$ cat config.mk
export PLATFORM = sky130hd
export DESIGN_NAME = fifo_uart_tx
export DESIGN_NICKNAME = d
export VERILOG_FILES = /design/src/rtl/uart_pkg.sv /design/src/rtl/uart_baud_gen.sv /design/src/rtl/fifo_uart_tx.sv
export SDC_FILE = /design/constraint.sdc
export NUM_CORES = 1
export LEC_CHECK = 0
export BUFFER_PORTS_ARGS = -buffer_cell sky130_fd_sc_hd__buf_2
export CAP_MARGIN = 5
export CORE_MARGIN = 1.5
export CORE_UTILIZATION = 40
export CTS_CLUSTER_DIAMETER = 50
export DETAILED_ROUTE_END_ITERATION = 8
export PLACE_DENSITY_LB_ADDON = 0.12
export SETUP_SLACK_MARGIN = 0.15
export SLEW_MARGIN = 20
export SYNTH_ARGS = -nofsm -noshare
export SYNTH_HDL_FRONTEND = slang
export SYNTH_SLANG_ARGS = --single-unit
$ cat constraint.sdc
create_clock -name clk -period 2.3 [get_ports clk]
set_clock_uncertainty 0.05 [all_clocks]
set_input_delay 0.46 -clock clk [delete_from_list [all_inputs] [get_ports clk]]
set_output_delay 0.46 -clock clk [all_outputs]
set_load 0.005 [all_outputs]
$ cat src/rtl/uart_pkg.sv
// Shared definitions for the UART TX/RX stages: state encoding, parity modes,
// counter sizing helper and the board-clock default bit period.
package uart_pkg;

  typedef enum logic [2:0] {
    ST_IDLE   = 3'd0,
    ST_START  = 3'd1,
    ST_DATA   = 3'd2,
    ST_PARITY = 3'd3,
    ST_STOP   = 3'd4
  } state_t;

  localparam int PARITY_NONE = 0;
  localparam int PARITY_EVEN = 1;
  localparam int PARITY_ODD  = 2;

  // 100 MHz board clock at 115200 baud
  localparam int DEFAULT_CLKS_PER_BIT = 868;

  function automatic int clog2(input int n);
    int r;
    r = 0;
    while ((1 << r) < n) r++;
    return r;
  endfunction

endpackage

$ cat src/rtl/uart_baud_gen.sv
// Bit-period counter: counts 0..CLKS_PER_BIT-1 and pulses tick at terminal count.
// Shared with the RX stage; clear restarts the period from zero.
module uart_baud_gen
  import uart_pkg::*;
#(
  parameter int CLKS_PER_BIT = DEFAULT_CLKS_PER_BIT
) (
  input  logic clk,
  input  logic rst,
  input  logic clear,
  output logic tick
);

  localparam int            CW   = clog2(CLKS_PER_BIT);
  localparam logic [CW-1:0] TERM = CW'(CLKS_PER_BIT - 1);

  logic [CW-1:0] cnt;

  assign tick = (cnt == TERM);

  // terminal count reloads explicitly, the counter never wraps on its own
  always_ff @(posedge clk or posedge rst) begin
    if (rst)                cnt <= '0;
    else if (clear || tick) cnt <= '0;
    else                    cnt <= cnt + 1'b1;
  end

endmodule

$ cat src/rtl/fifo_uart_tx.sv
// UART transmitter draining FIFO read port 0: pops one byte when idle and
// sends start, 8 data bits LSB first, optional parity and 1-2 stop bits.
module fifo_uart_tx
  import uart_pkg::*;
#(
  parameter int CLKS_PER_BIT = DEFAULT_CLKS_PER_BIT,
  parameter int PARITY       = PARITY_NONE,
  parameter int STOP_BITS    = 1
) (
  input  logic       clk,
  input  logic       rst,
  input  logic       rready,
  output logic       re,
  input  logic [7:0] rdata,
  output logic       tx,
  output logic       busy,
  output logic       tx_done
);

  state_t     state, state_n;
  logic [7:0] shreg, shreg_n;
  logic [2:0] bitidx, bitidx_n;
  logic       par, par_n;
  logic       tx_n;
  logic       tick, clear;

  uart_baud_gen #(.CLKS_PER_BIT(CLKS_PER_BIT)) u_baud (
    .clk   (clk),
    .rst   (rst),
    .clear (clear),
    .tick  (tick)
  );

  always_comb begin
    state_n  = state;
    shreg_n  = shreg;
    bitidx_n = bitidx;
    par_n    = par;
    re       = 1'b0;
    tx_done  = 1'b0;
    tx_n     = 1'b1;
    case (state)
      ST_IDLE: begin
        re = rready & ~rst;
        if (re) begin
          shreg_n = rdata;
          par_n   = (PARITY == PARITY_ODD) ? ~^rdata : ^rdata;
          state_n = ST_START;
        end
      end
      ST_START: begin
        if (tick) begin
          state_n  = ST_DATA;
          bitidx_n = '0;
        end
      end
      ST_DATA: begin
        if (tick) begin
          shreg_n  = {1'b0, shreg[7:1]};
          bitidx_n = bitidx + 1'b1;
          if (bitidx == 3'd7) begin
            bitidx_n = '0;
            state_n  = (PARITY != PARITY_NONE) ? ST_PARITY : ST_STOP;
          end
        end
      end
      ST_PARITY: begin
        if (tick) begin
          state_n  = ST_STOP;
          bitidx_n = '0;
        end
      end
      ST_STOP: begin
        // bitidx doubles as the stop-bit counter
        if (tick) begin
          if (bitidx == 3'(STOP_BITS - 1)) begin
            tx_done = 1'b1;
            state_n = ST_IDLE;
          end else begin
            bitidx_n = bitidx + 1'b1;
          end
        end
      end
      default: state_n = ST_IDLE;
    endcase

    // line level is derived from next state so the pin is a clean flop output
    case (state_n)
      ST_START:  tx_n = 1'b0;
      ST_DATA:   tx_n = shreg_n[0];
      ST_PARITY: tx_n = par_n;
      default:   tx_n = 1'b1;
    endcase
  end

  assign busy  = re | (state != ST_IDLE);
  assign clear = (state == ST_IDLE) | (state_n != state);

  always_ff @(posedge clk or posedge rst) begin
    if (rst) begin
      state  <= ST_IDLE;
      shreg  <= '0;
      bitidx <= '0;
      par    <= 1'b0;
      tx     <= 1'b1;
    end else begin
      state  <= state_n;
      shreg  <= shreg_n;
      bitidx <= bitidx_n;
      par    <= par_n;
      tx     <= tx_n;
    end
  end

endmodule

==> results by stage, run 1 <==
Run status:
- The flow ran to the end, and the final reports show no timing, DRC or antenna violations.

Logic synthesis:
- The synthesized design contains 0 enable-type register cells.
- The sequential-to-total area share from yosys stat is 44.9%.
- Yosys printed 0 warnings.
- The synthesized net count is 157.
- The most frequently used flop master after synthesis is sky130_fd_sc_hd__dfrtp_1.
- By area the synthesized netlist is led by sky130_fd_sc_hd__dfrtp_1 43%, sky130_fd_sc_hd__xnor2_1 7.2%, sky130_fd_sc_hd__nor2_1 4.9%.
- In this run, synthesis produced a sequential element count of 26.
- The cell taking the most area after synthesis is sky130_fd_sc_hd__dfrtp_1.
- After synthesis the cells add up to between 1000 and 1500 um^2.
- Counting every instance in the synthesized netlist gives 142.
- A synthesized cell averages between 10 and 15 um^2.
- Of all flip-flops after synthesis, the portion carrying an async set or reset was 100%.
- The synthesized netlist contains 40 unique library cells.
- The commonest cells after synthesis are 25 x sky130_fd_sc_hd__dfrtp_1, 19 x sky130_fd_sc_hd__nor2_1, 12 x sky130_fd_sc_hd__xnor2_1.
- Yosys instantiated no cell more often than sky130_fd_sc_hd__dfrtp_1.
- The synthesized design devotes to its leading area cell type between 40 and 50% of total area.

Floorplanning:
- The number of top-level pins is 15.
- The die extent in y is 63.2 um.
- The core region is 3420 um^2.
- The floorplan row count is 21.
- The width of the die is 63.2 um.
- Once the floorplan was initialized, standard cells occupied 42.5% of the core.
- The die area is 4000 um^2.

Timing:
- Dividing the final minimum period by the clock period gives between 90% and 100%.
- The number of setup violations in the final report is 0.
- The transition at the pin with the smallest max-transition slack is 541 ps.
- Setup repair after global routing could not meet its margin everywhere.
- Adding up every negative setup slack in the final design gives 0 ps.
- The final count of pins violating max slew came to 0.
- The highest attainable clock frequency is between 400 and 500 MHz.
- Measured against its own limit, the worst slew margin works out to a little under two thirds.
- The final critical delay including setup and external delays is 2110 ps.
- The hold violation count in the final report is 0.

Placed design:
- The quantity of I/O buffers inserted on ports is 14.
- Detailed placement finished with a half-perimeter wire length of a little under 2000 um.
- The congestion estimate from routability-driven global placement came to 0.784.

Cells and area:
- The register area is 654 um^2.
- The number of fill cells is 328.
- The net count of the finished layout is ~180.
- At the end of the flow the core is filled with cells to roughly half.
- The multi-input combinational cells in the finished layout cover a total of 772 um^2.
- The post-route netlist has 29.9% of its cells at a drive strength greater than 1.
- The diode insertion count for antenna repair is 0.
- The area growth from synthesis to final layout is 18.1%.

Run:
- The tool flagged a number of max-cap violations equal to 0.

Critical path:
- The class of the most critical setup path is reg2out.
- The setup check on the worst reg-to-reg path leaves a slack of just over 300 ps.
- Data arrives at the worst endpoint at approximately 1600 ps.
- The required arrival time at the worst endpoint is approximately 1800 ps.
- The critical path goes through ha_4 > nand4bb_4 > or3_4 > nor3_2 > buf_2.
- The type of origin of the critical path is a register.
- The highest-delay cell along the critical path is sky130_fd_sc_hd__dfrtp_1.
- The maximum fanout along the worst path is 2.
- The worst setup path is captured at an output pin.
- The delay of the slowest cell on the worst path is 440 ps.

Min path:
- In this run the worst hold path is classified as in2async.

Clock network:
- The H-tree level count is 1.
- The clock slew at the register clock pins of the worst setup and hold paths is ~130 ps.
- The TritonCTS sink count is 26.
- At the later pin of the worst-skew pair, clock insertion delay measures 310 ps.
- The number of clock buffers added by TritonCTS is 3.
- The longest clock path from root to sink contains 2 buffers.
- The total of hold buffers inserted after clock tree synthesis is 0.
- The tree is rooted in a sky130_fd_sc_hd__clkbuf_4.
- TritonCTS built the clock tree.

Routing:
- The detailed router placed 1,095 vias in this run.
- The number of nets with antenna violations after detailed routing is 0.
- The routed wire length is 2670 um.
- The average wire length per cell after detail routing is 12.5 um.
- For this run, design rule violations remaining after detail routing come to 0.
- The first detailed-routing pass took 4 iterations.
- The number of violations reported at the end of detailed-routing iteration 0 is 49.
- The average vias per placed instance is 5.14.

Global route:
- The largest net degree at the start of global routing is 27.
- The overflow left after global routing is 0.
- The number of antenna violations at the first check in global routing came to 0.
- The first-pass GRT wire length is approximately 4600 um.
- Global routing used 14.3% of the available tracks.
- The via count of the first global-routing pass is roughly 1,000.

Power:
- The overall power consumption is 0.000748 W.
- The analysis attributes to cell leakage a power of 0.798 nW.
- The ratio of total power to cell area is 437 nW/um^2.
- VDD sags by at most 160 uV.
[per-stage QoR]
step,hold WS [ps],cells,area (um^2),setup slack [ps]
after CTS,140,212,1710,158
after floorplan,405,142,1450,300
final,129,213,1710,186
after global placement,419,202,1600,242
after global routing,133,213,1710,95.9
after detailed placement,422,202,1600,204
[path summary, 6_finish.rpt]
kind                               startpoint       end  depth (start not counted)
worst max-delay path            u_baud.cnt[0]   tx_done                          5
worst min-delay path                      rst  state[2]                          3
worst max register to register  u_baud.cnt[0]  shreg[7]                          7
worst min register to register       shreg[3]  shreg[3]                          1
max in group asynchronous                 rst        tx                          3
min in group clk                     rdata[7]  shreg[7]                          2
[area by class of cell]
class | instances | area share (%)
clock buffer | 4 | 2.12
sequential | 26 | 38.2
timing repair buffer | 27 | 9.78
tap | 46 | 3.36
inverter | 7 | 1.53
multi-input combinational | 103 | 45.0
[report_power, final]
part | switching [W] | internal, W
clock network | 0.000131 | 0.0000968
logic | 0.0000264 | 0.0000269
registers | 0.00000385 | 0.000464
total | 0.000161 | 0.000588
[repair_timing]
| item | 4_1_cts | 5_1_grt |
|---|---|---|
| setup endpoints to repair | 1 | 1 |
| pin swaps | 3 | 2 |
| gates resized for setup | 6 | 0 |
| cloned | 0 | 0 |
| endpoints found under the hold margin | 0 | 0 |
| buffers inserted | 6 | 1 |
[sequential cells by signal, summed over array words and instances, names as in the netlist]
register    count
u_baud.cnt     10
state           3
tx              1
bitidx          3
par             1
shreg           8
[cells in the final DEF (no fill, tap or decap), drive strengths merged]
cell type | netlist | final
buf | 3 | 27
dfrtp | 25 | 25
nor2 | 19 | 19
xnor2 | 12 | 12
a22o | 7 | 7
nand2 | 7 | 7
inv | 7 | 7
a21o | 7 | 7
nand2b | 6 | 6
o21ai | 6 | 6
nand3 | 5 | 5
a21oi | 5 | 5
ha | 4 | 4
clkbuf | 3 | 4
xor2 | 3 | 3
nor3 | 3 | 3
nor4 | 3 | 3
or3 | 2 | 2
nand4b | 1 | 1
nand4bb | 1 | 1
or3b | 1 | 1
and3 | 1 | 1
o21bai | 1 | 1
or4 | 1 | 1
o41ai | 1 | 1
o31ai | 1 | 1
nand4 | 1 | 1
nor3b | 1 | 1
and3b | 1 | 1
o211ai | 1 | 1
a221o | 1 | 1
nand3b | 1 | 1
dfstp | 1 | 1
[worst max-delay path: cells and delay by family, from the launching register on]
family | cells | cell delay, ps
adder cells (fa/ha/maj) | 1 | 170
buffers and inverters | 1 | 120
flip-flops | 1 | 440
AND/OR/NAND/NOR | 3 | 560
[per-layer routing]
layer / global-route usage [%] / up-vias / part of all wire (%)
li1: - / 544 / -
met1: 18.5 / 525 / 48
met2: 24.5 / 22 / 47
met3: 2.14 / 4 / 3.4
met4: 4.89 / 0 / 1.2
met5: 0 / - / 0
[kinds of logic (layout without fill, tap and decap cells)]
group           Yosys count  in the layout  share of synthesized area (%)
compound gates           30             30                           15.5
xor+xnor                 15             15                           9.05
fa+ha+maj                 4              4                           3.45
buf+inv                  13             38                           3.79
flops                    26             26                           44.9
simple gates             54             54                           23.3
No activity file was read; power rests on OpenSTA's default activity.
==> run 2: changes to the inputs <==
--- a/config.mk
+++ b/config.mk
@@ -6,7 +6,6 @@
 export NUM_CORES = 1
 export LEC_CHECK = 0
 export BUFFER_PORTS_ARGS = -buffer_cell sky130_fd_sc_hd__buf_2
-export CAP_MARGIN = 5
 export CORE_MARGIN = 1.5
 export CORE_UTILIZATION = 40
 export CTS_CLUSTER_DIAMETER = 50
==> constraint.sdc (replaced) <==
create_clock -name clk -period 2.3 [get_ports clk]
set_clock_uncertainty 0.05 [all_clocks]
set_input_delay 0.575 -clock clk [delete_from_list [all_inputs] [get_ports clk]]
set_output_delay 0.575 -clock clk [all_outputs]
set_load 0.005 [all_outputs]
==> run 2 against run 1 <==
Against the previous run:
- count of clock-buffer cells in the layout unchanged
- wire length is 3.6% higher
- first-iteration DRC count decreased by 41%
- register-to-register slack lost 80 ps
- critical path depth down 1
- via count up 0.37%
- non-clock buffer count shrank 2
- design area down 0.95%
- fmax fell by 4.9%
- largest power group unchanged
==> results by stage, run 2 (synthesis results as in run 1) <==
Run status:
- Outcome: complete, no violations (unchanged).

Critical path:
- The kind of capture point of the worst setup path is an output pin (unchanged).
- The delay of the slowest cell on the worst path was 420 ps (was 440 ps).
- The required arrival time at the worst endpoint is 1670 ps (was 1790 ps).
- The total number of cells along the worst setup path is 4 (was 5).
- The type of origin of the critical path is a register (unchanged).
- The highest-delay cell along the critical path is sky130_fd_sc_hd__or3_4 (was sky130_fd_sc_hd__dfrtp_1).
- The launching point of the worst reg2reg path is u_baud.cnt[0] (unchanged).
- Crit-path cells: nand4b_4 > or3_4 > nor3_2 > buf_2 (was ha_4 > nand4bb_4 > or3_4 > nor3_2 > buf_2).
- The critical path data arrival time is 1600 ps (about the same).
- The critical path buffer and inverter count was 1 (unchanged).
- The minimum setup slack among reg-to-reg paths is 230 ps (was 310 ps).
- The maximum fanout along the worst path came to 5 (was 2).
- The cell count of the worst reg-to-reg path is 8 (was 7).
- The cell class contributing the biggest share of worst-path delay is simple AND/OR/NAND/NOR gates (unchanged).
- The endpoint of the worst register-to-register path is shreg[7] (unchanged).
- The class of the most critical setup path was reg2out (unchanged).

Floorplanning:
- The core region area is 3420 um^2 (unchanged).
- The die extent in y came to 63.2 um (unchanged).
- The floorplan row count is 21 (unchanged).
- The width of the die is 63.2 um (unchanged).
- The number of top-level pins is 15 (unchanged).
- The starting density of the core was 42.5% (unchanged).
- The die area is 4000 um^2 (unchanged).

Clock network:
- The H-tree level count came to 1 (unchanged).
- The clock tree from TritonCTS is yes (unchanged).
- The source-to-sink clock delay at the later pin of the worst-skew pair was 320 ps (was 310 ps).
- The TritonCTS sink count came to 26 (unchanged).
- The total of hold buffers inserted after clock tree synthesis is 0 (unchanged).
- The clock tree buffer depth came to 2 (unchanged).
- The clock buffer count from CTS was 3 (unchanged).
- The clock slew at the register clock pins of the worst setup and hold paths is 140 ps (was 130 ps).
- The master cell of the clock root buffer is sky130_fd_sc_hd__clkbuf_4 (unchanged).

Placed design:
- The weighted congestion reported at the end of routability-driven placement came to 0.749 (was 0.784).
- The number of placed instances, taps included was 202 (unchanged).
- The pre-CTS setup slack is 173 ps (was 204 ps).
- The quantity of I/O buffers inserted on ports was 14 (unchanged).
- The detailed placement HPWL is 2000 um (was 1940 um).

Global route:
- The largest net degree at the start of global routing is 27 (unchanged).
- The overall global routing resource usage is 15.8% (was 14.3%).
- The via count of the first global-routing pass is 1,135 (was 1,047).
- The overflow left after global routing was 0 (unchanged).
- The first-pass GRT wire length is 5010 um (was 4600 um).
- The number of antenna violations at the first check in global routing is 0 (unchanged).

Routing:
- The average vias per placed instance came to 5.21 (was 5.14).
- The via count is 1,099 (was 1,095).
- The detailed-router iteration count before antenna repair is 4 (unchanged).
- The number of nets with antenna violations after detailed routing was 0 (unchanged).
- The number of violations reported at the end of detailed-routing iteration 0 is 29 (was 49).
- The post-detailed-route DRC marker count came to 0 (unchanged).
- The average wire length per cell after detail routing came to 13.1 um (was 12.5 um).
- The routed wire length was 2770 um (was 2670 um).

Cells and area:
- The diode insertion count for antenna repair came to 0 (unchanged).
- The number of fill cells was 334 (was 328).
- The register area was 654 um^2 (unchanged).
- The core utilization of the finished layout is 49.7% (was 50.2%).
- The area occupied by multi-input gates is 781 um^2 (was 772 um^2).
- The most flop-heavy register was u_baud.cnt (unchanged).
- The leading cell type in the layout, fill and taps excluded is sky130_fd_sc_hd__dfrtp_1 (unchanged).
- The area growth from synthesis to final layout came to 17.0% (was 18.1%).
- The number of nets in the layout is 181 (was 183).
- Largest registers: u_baud.cnt: 10 flops, shreg: 8 flops (unchanged).
- Top library cells by usage in the layout, fill and taps aside: 23 x sky130_fd_sc_hd__dfrtp_1, 19 x sky130_fd_sc_hd__nor2_1, 14 x sky130_fd_sc_hd__buf_2, 12 x sky130_fd_sc_hd__xnor2_1, 11 x sky130_fd_sc_hd__buf_4 (was 23 x sky130_fd_sc_hd__dfrtp_1, 19 x sky130_fd_sc_hd__nor2_1, 14 x sky130_fd_sc_hd__buf_2, 13 x sky130_fd_sc_hd__buf_4, 12 x sky130_fd_sc_hd__xnor2_1).
- The final standard cell count with taps included and fillers excluded is 211 (was 213).
- The fraction of final layout cells with drive strength greater than 1 is 29.7% (was 29.9%).
- The number of flip-flops in the largest register was 10 (unchanged).

Timing:
- The worst slew slack as a fraction of its limit is 63.3% (was 63.5%).
- The highest attainable clock frequency is 450 MHz (was 473 MHz).
- The hold violation count in the final report is 0 (unchanged).
- The final critical delay including setup and external delays came to 2220 ps (was 2110 ps).
- The smallest setup slack after layout came to 77.6 ps (was 186 ps).
- The transition at the pin with the smallest max-transition slack came to 544 ps (was 541 ps).
- Setup repair after global routing missed its margin: yes (unchanged).
- The number of setup violations in the final report is 0 (unchanged).
- The final-layout setup total negative slack is 0 ps (unchanged).
- The post-route clock period utilization was 96.6% (was 91.9%).
- The final count of pins violating max slew is 0 (unchanged).

Power:
- The peak supply drop was 252 uV (was 160 uV).
- The ratio of total power to cell area was 424 nW/um^2 (was 437 nW/um^2).
- The reported leakage power was 0.786 nW (was 0.798 nW).

Min path:
- The worst hold-check path type is in2async (unchanged).

Run:
- The max-cap check violation count is 0 (unchanged).
==> run 2: changes by cell type in the layout (fill, tap and decap cells not counted) <==
| cell | before | now |
|---|---|---|
| sky130_fd_sc_hd__buf_4 | 13 | 11 |
| sky130_fd_sc_hd__or4_1 | 1 | 0 |
| sky130_fd_sc_hd__or3_1 | 1 | 0 |
| sky130_fd_sc_hd__clkbuf_8 | 1 | 0 |
| sky130_fd_sc_hd__or3_4 | 1 | 2 |
| sky130_fd_sc_hd__or4_4 | 0 | 1 |
| sky130_fd_sc_hd__clkbuf_1 | 0 | 1 |
==> run 2: power by group <==
group	leakage, nW	internal (W)	total, W	switching [W]
Sequential	0.333	0.000464	0.000468	0.00000365
Clock	0.0150	0.0000678	0.000199	0.000131
Combinational	0.438	0.0000270	0.0000532	0.0000262
==> run 2: area by class of cell <==
cell class | instances | area share, %
Tap cell | 46 | 3.39
Multi-Input combinational cell | 103 | 46.0
Timing Repair Buffer | 25 | 8.99
Sequential cell | 26 | 38.5
Inverter | 7 | 1.55
Clock buffer | 4 | 1.55
==> run 2: layer usage <==
layer	part of all wire, %	GRT usage (%)	routed length, um
met5	0	0	0
met1	47	20.7	1300
met3	2.8	2.14	77
met2	49	26.5	1370
met4	0.76	5.98	21
==> run 2: worst reg2reg max path: stages, from the launching register on <==
cell                        delay (ps)
sky130_fd_sc_hd__dfrtp_1           420
sky130_fd_sc_hd__ha_4              170
sky130_fd_sc_hd__nand4bb_4         110
sky130_fd_sc_hd__buf_4             140
sky130_fd_sc_hd__buf_4             150
sky130_fd_sc_hd__nor3_4            180
sky130_fd_sc_hd__a21oi_1           100
sky130_fd_sc_hd__or3_4             390
sky130_fd_sc_hd__a22o_1            250
==> run 2: through the flow <==
stage,total power [W],hold WS [ps],instance area [um^2]
2_1_floorplan,0.000511,405,1450
3_3_place_gp,0.000529,418,1600
3_5_place_dp,0.000530,421,1600
4_1_cts,0.000730,245,1690
5_1_grt,0.000761,267,1700
6_report,0.000720,241,1700
==> run 2: timing repair <==
item | in CTS | in global routing
setup buffers | 5 | 0
endpoints found under the setup margin | 1 | 9
pin swaps | 3 | 3
endpoints found under the hold margin | 0 | 0
resized for setup | 6 | 2
==> run 2: worst max-delay path by stage <==
stage | startpoint | slack [ps] | to
2_1_floorplan | u_baud.cnt[0] | 180 | tx_done
3_3_place_gp | u_baud.cnt[0] | 190 | tx_done
3_5_place_dp | u_baud.cnt[0] | 170 | tx_done
4_1_cts | u_baud.cnt[1] | 20 | tx_done
5_1_grt | u_baud.cnt[0] | -40 | tx_done
6_report | u_baud.cnt[4] | 80 | tx_done
==> run 3: changes to the inputs <==
--- a/config.mk
+++ b/config.mk
@@ -11,6 +11,7 @@
 export CTS_CLUSTER_DIAMETER = 50
 export DETAILED_ROUTE_END_ITERATION = 8
 export PLACE_DENSITY_LB_ADDON = 0.12
+export RECOVER_POWER = 50
 export SETUP_SLACK_MARGIN = 0.15
 export SLEW_MARGIN = 20
 export SYNTH_ARGS = -nofsm -noshare
==> run 3 against run 2 <==
Against the previous run:
- wire length is essentially flat
- via count shrank 0.73%
- register-to-register slack is essentially flat
- flip-flop and latch count is the same
- design area shrank 0.66%
- utilization shrank 0.33 points
- critical path depth grew 1
==> results by stage, run 3 (synthesis results as in run 1) <==
Routing:
- The number of nets with antenna violations after detailed routing is 0 (unchanged).
- The detailed-router iteration count before antenna repair was 4 (unchanged).
- The routed wire length is 2770 um (about the same).
- The average wire length per cell after detail routing is 13.1 um (about the same).
- The average vias per placed instance was 5.17 (was 5.21).
- The number of violations reported at the end of detailed-routing iteration 0 is 34 (was 29).
- The post-detailed-route DRC marker count is 0 (unchanged).
- The via count is 1,091 (was 1,099).

Global route:
- The number of antenna violations at the first check in global routing is 0 (unchanged).
- The first-pass GRT wire length was 5010 um (unchanged).
- The largest net degree at the start of global routing was 27 (unchanged).
- The overflow left after global routing came to 0 (unchanged).
- The overall global routing resource usage is 15.8% (unchanged).
- The via count of the first global-routing pass is 1,135 (unchanged).

Power:
- The reported leakage power came to 0.779 nW (was 0.786 nW).
- The peak supply drop came to 252 uV (about the same).
- The ratio of total power to cell area is 427 nW/um^2 (was 424 nW/um^2).

Cells and area:
- The number of flip-flops in the largest register was 10 (unchanged).
- The most flop-heavy register is u_baud.cnt (unchanged).
- The fraction of final layout cells with drive strength greater than 1 is 27.9% (was 29.7%).
- The leading cell type in the layout, fill and taps excluded is sky130_fd_sc_hd__dfrtp_1 (unchanged).
- Top library cells by usage in the layout, fill and taps aside: 23 x sky130_fd_sc_hd__dfrtp_1, 19 x sky130_fd_sc_hd__nor2_1, 13 x sky130_fd_sc_hd__buf_2, 12 x sky130_fd_sc_hd__xnor2_1, 10 x sky130_fd_sc_hd__buf_4 (was 23 x sky130_fd_sc_hd__dfrtp_1, 19 x sky130_fd_sc_hd__nor2_1, 14 x sky130_fd_sc_hd__buf_2, 12 x sky130_fd_sc_hd__xnor2_1, 11 x sky130_fd_sc_hd__buf_4).
- Largest registers: u_baud.cnt: 10 flops, shreg: 8 flops (unchanged).
- The number of fill cells is 336 (was 334).
- The number of nets in the layout is 181 (unchanged).
- The area of all placed cells without fillers is 1690 um^2 (was 1700 um^2).
- The area growth from synthesis to final layout is 16.2% (was 17.0%).
- The diode insertion count for antenna repair is 0 (unchanged).
- The core utilization of the finished layout is 49.4% (was 49.7%).

Min path:
- The worst hold-check path type was reg2reg (was in2async).

Floorplanning:
- The width of the die was 63.2 um (unchanged).
- The core region area is 3420 um^2 (unchanged).
- The die extent in y came to 63.2 um (unchanged).
- The number of top-level pins is 15 (unchanged).
- The starting density of the core is 42.5% (unchanged).
- The die area is 4000 um^2 (unchanged).
- The floorplan row count is 21 (unchanged).

Run:
- The max-cap check violation count was 0 (unchanged).

Timing:
- Setup repair after global routing missed its margin: yes (unchanged).
- The final critical delay including setup and external delays is 2230 ps (was 2220 ps).
- The final count of pins violating max slew is 0 (unchanged).
- The number of setup violations in the final report is 0 (unchanged).
- The hold violation count in the final report is 0 (unchanged).
- The worst slew slack as a fraction of its limit was 7.05% (was 63.3%).
- The transition at the pin with the smallest max-transition slack is 1390 ps (was 544 ps).
- The final-layout worst hold slack was 451 ps (was 241 ps).
- The highest attainable clock frequency is 449 MHz (was 450 MHz).
- The post-route clock period utilization is 96.8% (was 96.6%).
- The smallest setup slack after layout was 74.6 ps (was 77.6 ps).

Clock network:
- The clock slew at the register clock pins of the worst setup and hold paths is 140 ps (about the same).
- The TritonCTS sink count is 26 (unchanged).
- The source-to-sink clock delay at the later pin of the worst-skew pair is 320 ps (about the same).
- The clock tree buffer depth was 2 (unchanged).
- The clock buffer count from CTS is 3 (unchanged).
- The clock tree from TritonCTS was yes (unchanged).
- The H-tree level count is 1 (unchanged).
- The master cell of the clock root buffer is sky130_fd_sc_hd__clkbuf_4 (unchanged).

Critical path:
- The maximum fanout along the worst path came to 2 (was 5).
- The kind of capture point of the worst setup path is an output pin (unchanged).
- The class of the most critical setup path is reg2out (unchanged).
- The critical path data arrival time is 1600 ps (about the same).
- The minimum setup slack among reg-to-reg paths is 220 ps (was 230 ps).
- The required arrival time at the worst endpoint was 1670 ps (about the same).
- The type of origin of the critical path is a register (unchanged).

Placed design:
- The detailed placement HPWL was 2000 um (unchanged).
- The weighted congestion reported at the end of routability-driven placement is 0.749 (unchanged).
- The quantity of I/O buffers inserted on ports is 14 (unchanged).
- The pre-CTS setup slack is 173 ps (unchanged).
- The placed instance area is 1600 um^2 (unchanged).

Run status:
- Outcome: complete, no violations (unchanged).
-- run 3: worst max-delay path: stages (launching register included) --
cell and delay [ps]:
sky130_fd_sc_hd__dfrtp_1 430, sky130_fd_sc_hd__ha_4 170, sky130_fd_sc_hd__nand4bb_4 110, sky130_fd_sc_hd__or3_4 350, sky130_fd_sc_hd__nor3_2 90, sky130_fd_sc_hd__buf_2 120
-- run 3: power by group --
group | switching, W | leakage [nW] | internal (W)
registers | 0.00000365 | 0.333 | 0.000464
clock network | 0.000132 | 0.0150 | 0.0000678
logic | 0.0000262 | 0.431 | 0.0000259
-- run 3: layout make-up --
class                   count  area, um^2  area share (%)
repair buffers             25         148            8.75
multi-input cells         103         774            45.9
inverters                   7        26.3            1.56
well taps                  46        57.6            3.41
flip-flops and latches     26         654            38.8
clock buffers               4        26.3            1.56
-- run 3: final timing paths --
check | start | endpoint | depth (start not counted)
max in group asynchronous | rst | u_baud.cnt[5] | 3
setup reg to reg | u_baud.cnt[0] | shreg[7] | 8
hold / removal | shreg[2] | shreg[2] | 1
min in group asynchronous | rst | u_baud.cnt[2] | 3
setup / recovery | u_baud.cnt[0] | tx_done | 5
hold reg to reg | shreg[2] | shreg[2] | 1
-- run 3: layer usage --
metal  track usage, %  wire [um]  up-vias
met5                0          0        -
met4             5.98         21        0
met3             2.14         85        2
met2             26.5       1380       15
met1             20.7       1290      530
li1                 -          -      544
-- run 3: through the flow --
| stage | TNS, ps | cells | total power [W] |
|---|---|---|---|
| after detailed placement | 0 | 202 | 0.000530 |
| after CTS | 0 | 211 | 0.000730 |
| after global placement | 0 | 202 | 0.000529 |
| final | 0 | 211 | 0.000719 |
| after floorplan | 0 | 142 | 0.000511 |
| after global routing | -42.0 | 211 | 0.000760 |
-- run 3: what timing repair did --
item,in CTS,in global routing
buffers inserted,5,0
hold buffers,0,0
gates resized for setup,6,2
pin swaps,3,3
setup endpoints to repair,1,9
